### src/rtl/syn_fifo_pkg.sv
// Shared types and helpers for the syn_fifo drain-side reader.
package syn_fifo_pkg;

  typedef enum logic [1:0] {
    IDLE  = 2'd0,
    RUN   = 2'd1,
    DRAIN = 2'd2
  } state_t;

  localparam int BUF_DEPTH = 3;

  // Advance a buffer pointer, wrapping after the last of the three slots.
  function automatic logic [1:0] next_ptr(input logic [1:0] ptr);
    return (ptr == 2'(BUF_DEPTH - 1)) ? 2'd0 : ptr + 2'd1;
  endfunction

endpackage

### src/rtl/syn_fifo_skid3.sv
// Three-entry circular output buffer: absorbs the FIFO read latency so a
// stalled consumer never causes a dropped or duplicated word.
module syn_fifo_skid3
  import syn_fifo_pkg::*;
#(
  parameter int width = 3
) (
  input  logic             clk,
  input  logic             rst,
  input  logic             push,
  input  logic [width-1:0] push_data,
  input  logic             pop,
  output logic [width-1:0] head_data,
  output logic [1:0]       count
);

  logic [width-1:0] mem [0:BUF_DEPTH-1];
  logic [1:0]       head;
  logic [1:0]       tail;

  assign head_data = mem[head];

  // Pointer and occupancy control; simultaneous push and pop keep count.
  always_ff @(posedge clk) begin
    if (rst) begin
      head  <= 2'd0;
      tail  <= 2'd0;
      count <= 2'd0;
    end else begin
      if (push) tail <= next_ptr(tail);
      if (pop)  head <= next_ptr(head);
      case ({push, pop})
        2'b10:   count <= count + 2'd1;
        2'b01:   count <= count - 2'd1;
        default: count <= count;
      endcase
    end
  end

  // Storage is data only and carries no reset.
  always_ff @(posedge clk) begin
    if (push) mem[tail] <= push_data;
  end

endmodule

### src/rtl/syn_fifo_reader.sv
// Drain-side companion to syn_fifo: pops FIFO words and re-presents them on
// a valid/ready stream with burst tagging and a delivered-word counter.
module syn_fifo_reader
  import syn_fifo_pkg::*;
#(
  parameter int fifo_depth = 8,
  parameter int fifo_width = $clog2(fifo_depth),
  parameter int burst_len  = 4,
  parameter int cnt_width  = 16
) (
  input  logic                  clk,
  input  logic                  rst,
  input  logic                  enable,
  input  logic                  emp_fg,
  output logic                  rd_en,
  input  logic [fifo_width-1:0] rdata,
  output logic [fifo_width-1:0] m_data,
  output logic                  m_valid,
  input  logic                  m_ready,
  output logic                  m_last,
  output logic                  busy,
  output logic [cnt_width-1:0]  words_out
);

  localparam logic [cnt_width-1:0] WORD_INC  = 1;
  localparam logic [7:0]           LAST_BEAT = 8'(burst_len - 1);

  state_t     state;
  logic       rd_q;
  logic [1:0] count;
  logic [7:0] beat_cnt;
  logic       hs;

  // Pop only while running, and only if the buffer can hold the word plus
  // any pop already in flight; no path from m_ready by construction.
  assign rd_en   = ~rst & (state == RUN) & ~emp_fg
                 & ((3'(count) + 3'(rd_q)) <= 3'd2);
  assign m_valid = (count != 2'd0);
  assign hs      = m_valid & m_ready;
  assign m_last  = m_valid & (beat_cnt == LAST_BEAT);
  assign busy    = (state != IDLE);

  syn_fifo_skid3 #(
    .width(fifo_width)
  ) u_skid (
    .clk      (clk),
    .rst      (rst),
    .push     (rd_q),
    .push_data(rdata),
    .pop      (hs),
    .head_data(m_data),
    .count    (count)
  );

  // Run/drain control: DRAIN finishes the in-flight pop and empties the buffer.
  always_ff @(posedge clk) begin
    if (rst) begin
      state <= IDLE;
    end else begin
      case (state)
        IDLE:    if (enable) state <= RUN;
        RUN:     if (!enable) state <= DRAIN;
        DRAIN: begin
          if (enable)                             state <= RUN;
          else if ((count == 2'd0) && !rd_q)      state <= IDLE;
        end
        default: state <= IDLE;
      endcase
    end
  end

  // Registered copy of an accepted pop: marks rdata valid next cycle.
  always_ff @(posedge clk) begin
    if (rst) rd_q <= 1'b0;
    else     rd_q <= rd_en;
  end

  // Burst position and delivered-word count advance on each handshake.
  always_ff @(posedge clk) begin
    if (rst) begin
      beat_cnt  <= 8'd0;
      words_out <= '0;
    end else if (hs) begin
      beat_cnt  <= m_last ? 8'd0 : beat_cnt + 8'd1;
      words_out <= words_out + WORD_INC;
    end
  end

endmodule

### config.mk
export PLATFORM = sky130hd
export DESIGN_NAME = syn_fifo_reader
export DESIGN_NICKNAME = d
export VERILOG_FILES = /design/src/rtl/syn_fifo_pkg.sv /design/src/rtl/syn_fifo_skid3.sv /design/src/rtl/syn_fifo_reader.sv
export SDC_FILE = /design/constraint.sdc
export NUM_CORES = 1
export LEC_CHECK = 0
export CORE_MARGIN = 1.5
export CORE_UTILIZATION = 45
export CTS_CLUSTER_DIAMETER = 200
export DETAILED_ROUTE_END_ITERATION = 10
export HOLD_SLACK_MARGIN = 0.05
export PLACE_DENSITY = 0.67
export SLEW_MARGIN = 25
export SYNTH_ARGS = -nofsm -noshare
export SYNTH_HDL_FRONTEND = slang
export SYNTH_HIERARCHICAL = 1
export SYNTH_SLANG_ARGS = --single-unit
### constraint.sdc
create_clock -name clk -period 5.8 [get_ports clk]
set_clock_uncertainty 0.15 [all_clocks]
set_input_delay 1.16 -clock clk [delete_from_list [all_inputs] [get_ports clk]]
set_output_delay 1.16 -clock clk [all_outputs]
set_load 0.1 [all_outputs]
==> results of run 1 <==
## layout by cell type (no fill, tap or decap), drive strengths merged, types with 3 or more instances in the layout
cell type,netlist,final
dfxtp,35,35
clkdlybuf4s50,0,29
nor2,20,20
nand2,16,16
a21oi,15,15
o21ai,11,11
xnor2,9,9
edfxtp,9,9
inv,8,8
xor2,7,7
nand4,7,7
nor3,6,6
ha,6,6
or3,6,6
nand3,5,5
clkbuf,2,5
or4,4,4
nor4,3,3
o31ai,3,3
mux2i,3,3
or2,3,3
## final timing paths
kind,from,to,cells past startpoint
worst max-delay path,beat_cnt[0],m_last,4
worst min-delay path,words_out[15],words_out[15],2
worst max register to register,u_skid/count[0],u_skid/count[1],5
worst min register to register,words_out[15],words_out[15],2
## worst reg2reg max path, stage by stage (launching register included)
cell and delay [ps]:
dfxtp_1 420, o21ai_0 490, inv_1 360, ha_1 410
or3_1 360, a21oi_1 160
## synthesized netlist by cell type, types with 2 or more instances
| master | number | share of area |
|---|---|---|
| or4_1 | 2 | 0.0079 |
| or2_2 | 2 | 0.0066 |
| ha_1 | 6 | 0.039 |
| a21oi_1 | 15 | 0.039 |
| xor2_1 | 7 | 0.032 |
| or3_1 | 5 | 0.016 |
| dfxtp_1 | 35 | 0.37 |
| mux2i_1 | 3 | 0.016 |
| edfxtp_1 | 9 | 0.14 |
| nand2_1 | 16 | 0.032 |
| nand3_1 | 5 | 0.013 |
| nor4_1 | 3 | 0.0099 |
| clkbuf_1 | 2 | 0.0039 |
| o31ai_1 | 3 | 0.012 |
| and3b_1 | 2 | 0.0092 |
| nor2_1 | 20 | 0.039 |
| inv_1 | 8 | 0.016 |
| nor2b_1 | 2 | 0.0066 |
| and3_1 | 2 | 0.0066 |
| o21ai_0 | 11 | 0.029 |
| a211oi_1 | 2 | 0.0079 |
| nand4_1 | 7 | 0.023 |
| xnor2_1 | 9 | 0.041 |
| nor3_1 | 6 | 0.016 |
## layer usage
metal / global-route usage / routed length, microns / up-vias
met5: 0 / 0 / -
met4: 0.08000 / 43 / 0
met3: 0.04112 / 145 / 4
met2: 0.2900 / 1791 / 31
met1: 0.2529 / 1793 / 702
li1: - / - / 774
## cells by family (layout without fill, tap and decap cells)
family / Yosys count / after routing / synth area share
adders and majority gates: 6 / 6 / 0.03942
and+or+nand+nor: 80 / 80 / 0.2201
buffers and inverters: 11 / 47 / 0.02234
xor gates and xnor gates: 16 / 16 / 0.07359
AOI/OAI and AO/OA: 36 / 36 / 0.1189
muxes: 3 / 3 / 0.01577
DFF: 44 / 44 / 0.5099
## area by class of cell
cell class	instances	area [sq um]	area share
clock inverters	3	47.55	0.02001
repair buffers	31	305.3	0.1285
multi-input cells	141	890.9	0.3749
inverters	8	30.03	0.01264
clock buffers	5	68.82	0.02896
well taps	50	62.56	0.02633
flip-flops and latches	44	970.9	0.4086
## through the flow
step	instances	area (sq um)	power, W	utilization	hold WS, ps
6_report	282	2376	0.0006463	0.5898	337.5
5_1_grt	282	2376	0.0006737	0.5898	360.4
4_1_cts	282	2376	0.0006549	0.5898	339.2
3_5_place_dp	274	2260	0.0004186	0.5609	327.1
3_3_place_gp	274	2260	0.0004160	0.5609	298.8
2_1_floorplan	196	1904	0.0003945	-	283.3
## flip-flops by register name (all words and copies together) (netlist names), named ones only
register,flops
beat_cnt,8
rd_q,1
state,2
u_skid/count,2
u_skid/head,2
u_skid/mem,9
u_skid/tail,2
words_out,16
## power groups by stage
| stage | registers (W) | logic, W | clock network [W] |
|---|---|---|---|
| after CTS | 0.000329 | 0.0000833 | 0.000243 |
| final | 0.000328 | 0.0000830 | 0.000235 |
| after global placement | 0.000335 | 0.0000809 | 0 |
| after global routing | 0.000330 | 0.0000891 | 0.000255 |
| after detailed placement | 0.000336 | 0.0000828 | 0 |
| after floorplan | 0.000340 | 0.0000544 | 0 |
==> metrics.txt, run 1 <==
number of buffers inserted by port buffering 30; post-CTS resize count 0; CTS clk-pin slew, worst paths 90 ps; clock share of power 0.364; Post-synth EDFFs 9; share of layout cells above drive strength 1 0.07759; Vert. Die Dim 68.05 microns; initial core utilization 0.4727; crit share post-route 0.6696; PD cells 272.0 nW/um^2; setup bufs post-CTS 0; CP Cell Sequence ha_1 > nor4b_1 > and3_1 > clkdlybuf4s50_1; Critical Path Slowest Stage Cell clkdlybuf4s50_1; Fmax 257.5 MHz; Syn Area/Cell 9.716 sq um; dpl ws 2033 ps; Largest stage delay, worst path 1130 ps; first-pass GRT wire length 6.568 mm; grt ovf 0; CTS tree done; register area share after synthesis 0.5099; initial antenna violation count 0; CP Capture Type primary output; Fin Setup TNS 0 ps; sw frac 0.2679; Skew-Pair Late Insertion Delay 300 ps; Unique masters post-synth 38; NetSw 0.0001731 W; minimum clock period 3883 ps; CP startpoint kind flip-flop; Num CTS Buffers 5; Internal 0.0004731 W; die area 4631 sq um; worst slew pin tran 975.7 ps; yosys warns 6; Req. time, crit path 4490 ps; Slew Limit Fails 0; Seq cells post-synth 44; Area Growth Syn to Fin 24.77%; Synth async-reset ratio 0; Post-synth top flop dfxtp_1; Die X 68.05 microns; vias in the first global route 1466; FP Rows 23; clk buf depth 2; Post-Route WL 3.774 mm; Max transition margin 0.3475; Worst path top cell family by delay buffers and inverters; initial drt markers 91; Core ar. 4029 sq um; global placer's final weighted congestion 0.8876; Crit path buffers/inverters 1; post-DP HPWL 2.712 mm; CP arrival 2570 ps; mapped cell area 1904 sq um; CTS H-Tree Depth 2; Filler cells 341; Root Driver clkbuf_8; total number of vias 1511; pin count of the biggest net entering global routing 29; remaining routing DRC violations 0; Ports 31; syn_nets 210; clk sinks 44; worst-case setup margin in the final layout 1917 ps; ANT nets after route 0; R2R Setup Slk 3380 ps; sequential fraction of design power 0.508; Final setup viols 0; outcome finished, final reports clean; crit-path max FO 4; peak supply drop 0.1447 mV; Combinational Power Share 0.128; number of diodes 0; Leakage 0.8152 nW; RSZ-0062 raised after global routing no; maxcap violations 0; Post-Syn Instances 196; drt wl/cell 13.38 microns; global-route usage over all layers 0.1876; routed vias/inst 5.358; Min-Delay Path Class flip-flop to flip-flop; drt pass-1 iters 4; final hold vios 0; hold buffers post-CTS 0; # nets final 245; Setup CP Type flip-flop to primary output
Note: power is estimated with default switching activity, not from simulation.
==> run 2: changes to the inputs <==
--- a/config.mk
+++ b/config.mk
@@ -10,7 +10,7 @@
 export CTS_CLUSTER_DIAMETER = 200
 export DETAILED_ROUTE_END_ITERATION = 10
 export HOLD_SLACK_MARGIN = 0.05
-export PLACE_DENSITY = 0.67
+export PLACE_DENSITY = 0.7
 export SLEW_MARGIN = 25
 export SYNTH_ARGS = -nofsm -noshare
 export SYNTH_HDL_FRONTEND = slang
==> constraint.sdc (replaced) <==
create_clock -name clk -period 3.4 [get_ports clk]
set_clock_uncertainty 0.15 [all_clocks]
set_input_delay 0.68 -clock clk [delete_from_list [all_inputs] [get_ports clk]]
set_output_delay 0.68 -clock clk [all_outputs]
set_load 0.1 [all_outputs]
==> run 2 against run 1 <==
Wire length is 6.4% lower. First-iteration DRC count fell by 8.8%. Critical path type unchanged. Sequential share of layout area is 0.95 points higher. Register-to-register slack worse by 2000 ps.
==> metrics.txt, run 2 (synthesis gave the netlist of run 1 again) <==
outcome finished, final reports clean (unchanged); CP Cell Sequence ha_1 > inv_1 > ha_1 > a21oi_1 > nor4_4 > buf_12 (was ha_1 > nor4b_1 > and3_1 > clkdlybuf4s50_1); # nets final 246 (was 245); Min-Delay Path Class flip-flop to flip-flop (unchanged); drt wl/cell 12.48 microns (was 13.38 microns); PD cells 435.6 nW/um^2 (was 272.0 nW/um^2); final hold vios 0 (unchanged); dpl ws 767.0 ps (was 2033 ps); first-pass GRT wire length 5.796 mm (was 6.568 mm); routed vias/inst 5.360 (was 5.358); worst slew pin tran 549.7 ps (was 975.7 ps); gr busiest metal met2 (unchanged); clk buf depth 2 (unchanged); Fmax 359.0 MHz; worst-case setup margin in the final layout 614.2 ps (was 1917 ps); FP Rows 23 (unchanged); CP startpoint kind flip-flop (unchanged); Leakage 0.8525 nW (was 0.8152 nW); peak supply drop 0.2446 mV (was 0.1447 mV); global placer's final weighted congestion 0.8266 (was 0.8876); Fin Setup TNS 0 ps (unchanged); Critical Path Slowest Stage Cell dfxtp_1 (was clkdlybuf4s50_1); Worst path top cell family by delay flip-flops (was buffers and inverters); global-route usage over all layers 0.1685 (was 0.1876); CP arrival 1960 ps (was 2570 ps); final design utilization 0.5764 (was 0.5898); Final setup viols 0 (unchanged); initial core utilization 0.4727 (unchanged); pin count of the biggest net entering global routing 28 (was 29); most common cell after layout, fill and taps aside dfxtp_1 (unchanged); Skew-Pair Late Insertion Delay 290 ps (was 300 ps); vias in the first global route 1293 (was 1466); maxcap violations 0 (unchanged); biggest regs words_out x16, u_skid/mem x9, beat_cnt x8 (unchanged); post-DP HPWL 2.514 mm (was 2.712 mm); number of diodes 0 (unchanged); Vert. Die Dim 68.05 microns (unchanged); clk sinks 44 (unchanged); CTS H-Tree Depth 2 (unchanged); total number of vias 1517 (was 1511); placed cell count 275 (was 274); Area Growth Syn to Fin 21.94% (was 24.77%); Filler cells 375 (was 341); Largest Register words_out (unchanged); setup bufs post-CTS 0 (unchanged); Post-Route WL 3.531 mm (was 3.774 mm); CTS clk-pin slew, worst paths 80 ps (was 90 ps); Core ar. 4029 sq um (unchanged); initial antenna violation count 0 (unchanged); Root Driver clkbuf_8 (unchanged); CTS tree done (unchanged); RSZ-0062 raised after global routing no (unchanged); CP Capture Type primary output (unchanged); drt pass-1 iters 4 (unchanged); met2 usage 0.2524 (was 0.2900); Crit path top cell by count ha_1; Req. time, crit path 2570 ps (was 4490 ps); max FFs per register 16 (unchanged); ANT nets after route 0 (unchanged); hold buffers post-CTS 0 (unchanged); met3 Usage GRT 0.03454 (was 0.04112); Setup CP Type flip-flop to primary output (unchanged); Ports 31 (unchanged); crit share post-route 0.8194; Max transition margin 0.6307 (was 0.3475); remaining routing DRC violations 0 (unchanged); Slew Limit Fails 0 (unchanged); met1 Use GR 0.2306 (was 0.2529); Layout Cells excl Fill 283 (was 282); most frequent cells in the layout dfxtp_1 (35), buf_4 (24), nor2_1 (20), nand2_1 (16), a21oi_1 (15) (was dfxtp_1 (35), clkdlybuf4s50_1 (29), nor2_1 (20), nand2_1 (16), a21oi_1 (15)); post-CTS resize count 0 (unchanged); number of buffers inserted by port buffering 30 (unchanged); minimum clock period 2786 ps; crit-path max FO 8 (was 4); Num CTS Buffers 5 (unchanged); share of layout cells above drive strength 1 0.1760 (was 0.07759); grt ovf 0 (unchanged); die area 4631 sq um (unchanged); initial drt markers 83 (was 91); Final Power 0.001012 W (was 0.0006463 W); Largest stage delay, worst path 530 ps (was 1130 ps); Die X 68.05 microns (unchanged); Crit path buffers/inverters 2 (was 1)
run 2: worst register-to-register path, stage by stage, from the launching register on:
cell	delay, ps
dfxtp_1	410
o21ai_0	500
inv_1	120
ha_1	330
or3_1	350
a21oi_1	130
run 2: per-layer routing:
metal / part of all wire / wire, microns
met1: 0.50 / 1763
met2: 0.44 / 1565
met3: 0.036 / 127
met4: 0.022 / 76
met5: 0 / 0
run 2: layout make-up:
class	count	area [sq um]	share of cell area
clock buffers	5	68.82	0.02963
clock inverters	3	13.76	0.005927
inverters	8	30.03	0.01293
multi-input cells	141	905.9	0.3901
flip-flops and latches	44	970.9	0.4181
well taps	50	62.56	0.02694
repair buffers	32	270.3	0.1164
run 2: final timing paths:
| kind | from | end | slack, ps | cells past startpoint |
|---|---|---|---|---|
| worst max-delay path | u_skid/count[0] | rd_en | 610 | 6 |
| worst min-delay path | state[1] | state[0] | 330 | 1 |
| worst max register to register | u_skid/count[0] | u_skid/count[1] | 1340 | 5 |
| worst min register to register | state[1] | state[0] | 330 | 1 |
run 2: power by group:
part / internal [W] / total (W) / switching [W]
Clock: 0.000140 / 0.000309 / 0.000169
Combinational: 0.0000431 / 0.000143 / 0.0000997
Sequential: 0.000543 / 0.000560 / 0.0000168
Total: 0.000726 / 0.00101 / 0.000286
run 2: stage by stage:
| stage | area, sq um | hold slack, ps |
|---|---|---|
| 2_1_floorplan | 1919 | 283.3 |
| 3_3_place_gp | 2240 | 305.8 |
| 3_5_place_dp | 2240 | 310.3 |
| 4_1_cts | 2322 | 326.3 |
| 5_1_grt | 2322 | 353.9 |
| 6_report | 2322 | 326.5 |
==> run 3: changes to the inputs <==
==> constraint.sdc (replaced) <==
create_clock -name clk -period 2.5 [get_ports clk]
set_clock_uncertainty 0.15 [all_clocks]
set_input_delay 0.5 -clock clk [delete_from_list [all_inputs] [get_ports clk]]
set_output_delay 0.5 -clock clk [all_outputs]
set_load 0.1 [all_outputs]
==> run 3 against run 2 <==
Wire length up 1.6%. Sequential cell count is the same. First-iteration DRC count fell by 16%. Non-clock buffer count is 3 higher. Critical path depth unchanged. Sequential share of layout area down 0.85 points. Power increased by 41%. Clock power up 46%. Utilization is 1.6 points higher. Design area grew 2.9%. Via count down 2.4%.
==> metrics.txt, run 3 (synthesis gave the netlist of run 1 again) <==
outcome finished, final reports clean (unchanged); Setup CP Type flip-flop to primary output (unchanged); Skew-Pair Late Insertion Delay 300 ps (was 290 ps); CP Capture Type primary output (unchanged); Fin Setup TNS 0 ps (unchanged); max FFs per register 16 (unchanged); crit-path max FO 6 (was 8); most common cell after layout, fill and taps aside dfxtp_1 (unchanged); initial core utilization 0.4727 (unchanged); grt ovf 0 (unchanged); Worst Hold Launch state[1] (unchanged); worst slew pin tran 563.9 ps (was 549.7 ps); CTS clk-pin slew, worst paths 90 ps (was 80 ps); most frequent cells in the layout dfxtp_1 (29), buf_4 (25), nor2_1 (20), nand2_1 (16), a21oi_1 (15) (was dfxtp_1 (35), buf_4 (24), nor2_1 (20), nand2_1 (16), a21oi_1 (15)); remaining routing DRC violations 0 (unchanged); PD cells 597.3 nW/um^2 (was 435.6 nW/um^2); drt pass-1 iters 4 (unchanged); biggest regs words_out x16, u_skid/mem x9, beat_cnt x8 (unchanged); Num CTS Buffers 5 (unchanged); Req. time, crit path 1850 ps (was 2570 ps); pin count of the biggest net entering global routing 28 (unchanged); FP Rows 23 (unchanged); number of diodes 0 (unchanged); Largest stage delay, worst path 380 ps (was 530 ps); Core ar. 4029 sq um (unchanged); CP Cell Sequence ha_1 > inv_1 > ha_1 > a21oi_1 > nor4_4 > buf_12 (unchanged); post-DP HPWL 2.620 mm (was 2.514 mm); final hold vios 0 (unchanged); Crit path top cell by count ha_1 (unchanged); vias in the first global route 1364 (was 1293); # nets final 249 (was 246); global-route usage over all layers 0.1738 (was 0.1685); final hold slack 321.9 ps (was 326.5 ps); routed vias/inst 5.178 (was 5.360); Vert. Die Dim 68.05 microns (unchanged); Ports 31 (unchanged); Filler cells 370 (was 375); global placer's final weighted congestion 0.7737 (was 0.8266); RSZ-0062 raised after global routing no (unchanged); first-pass GRT wire length 5.975 mm (was 5.796 mm); drt wl/cell 12.54 microns (was 12.48 microns); FF-to-FF Start u_skid/count[0] (unchanged); minimum clock period 2369 ps; Area Growth Syn to Fin 25.43% (was 21.94%); Root Driver clkbuf_8 (unchanged); crit share post-route 0.9477; Critical Path Slowest Stage Cell dfxtp_2 (was dfxtp_1); Fmax 422.1 MHz; ANT nets after route 0 (unchanged); R2R Setup Slk 620 ps (was 1340 ps); clk buf depth 2 (unchanged); total number of vias 1481 (was 1517); Largest Register words_out (unchanged); Post-Route WL 3.587 mm (was 3.531 mm); CTS tree done (unchanged); Leakage 0.8697 nW (was 0.8525 nW); Min-Delay Path Class flip-flop to flip-flop (unchanged); Max transition margin 0.6212 (was 0.6307); initial antenna violation count 0 (unchanged); peak supply drop 0.3074 mV (was 0.2446 mV); Worst R2R Path Depth 6 (was 5); Final setup viols 0 (unchanged); CP arrival 1720 ps (was 1960 ps); Hold Path Depth 1 (unchanged); share of layout cells above drive strength 1 0.2203 (was 0.1760); Hold Crit Endpoint state[0] (unchanged); number of buffers inserted by port buffering 30 (unchanged); maxcap violations 0 (unchanged); clk sinks 44 (unchanged); reg2reg end u_skid/count[1] (unchanged); die area 4631 sq um (unchanged); initial drt markers 70 (was 83); CP startpoint kind flip-flop (unchanged); Die X 68.05 microns (unchanged); Slew Limit Fails 0 (unchanged); CTS H-Tree Depth 2 (unchanged)
-- run 3: changes by cell type in the layout (fill, tap and decap cells not counted), sizes merged --
cell / before / now
buf: 25 / 28
clkinvlp: 0 / 2
clkinv: 3 / 1
-- run 3: report_power, final --
| part | total, W | internal, W | switching, W |
|---|---|---|---|
| clock | 0.000452 | 0.000198 | 0.000254 |
| combinational | 0.000218 | 0.0000726 | 0.000145 |
| sequential | 0.000757 | 0.000739 | 0.0000178 |
-- run 3: how the worst max path moves through the flow --
stage,start,endpoint,slack [ps],cells past startpoint
2_1_floorplan,u_skid/count[0],rd_en,-280,5
3_3_place_gp,m_ready,words_out[12],120,5
3_5_place_dp,m_ready,words_out[12],90,5
4_1_cts,u_skid/count[1],rd_en,40,5
5_1_grt,rd_q,rd_en,30,6
6_report,rd_q,rd_en,130,6
-- run 3: stage by stage --
stage	utilization	std cells	worst slack (ps)	cell area [sq um]	power (W)
after floorplan	-	196	-280.6	1926	0.0009184
after global placement	0.5693	278	118.1	2293	0.0009888
after detailed placement	0.5693	278	85.36	2293	0.0009923
after CTS	0.5925	286	42.29	2387	0.001442
after global routing	0.5929	286	26.85	2389	0.001477
final	0.5929	286	130.8	2389	0.001427
-- run 3: final cells by class --
| class | instances | area [sq um] | area share |
|---|---|---|---|
| tap | 50 | 62.56 | 0.02619 |
| clock inverter | 3 | 23.77 | 0.009953 |
| multi-input combinational | 141 | 907.1 | 0.3798 |
| clock buffer | 5 | 68.82 | 0.02881 |
| timing repair buffer | 35 | 317.8 | 0.1331 |
| inverter | 8 | 30.03 | 0.01257 |
| sequential | 44 | 978.4 | 0.4096 |
-- run 3: worst max-delay path, delay by kind of cell (launching register included) --
kind                     cells  cell delay, ps
adder cells (fa/ha/maj)      2             450
flip-flops                   1             380
AO/OA/AOI/OAI                1             290
buffers and inverters        2             220
AND/OR/NAND/NOR              1              70
-- run 3: repair_timing --
| action | in CTS | in global routing |
|---|---|---|
| pin swaps | 0 | 1 |
| hold buffers | 0 | 0 |
| gates resized for setup | 1 | 1 |
| endpoints found under the setup margin | 1 | 1 |
| buffers inserted | 0 | 0 |
-- run 3: layer usage --
metal,vias up,routed length (microns),track usage
li1,779,-,-
met1,674,1740,0.2245
met2,21,1643,0.2706
met3,7,113,0.03454
met4,0,90,0.09750
met5,-,0,0
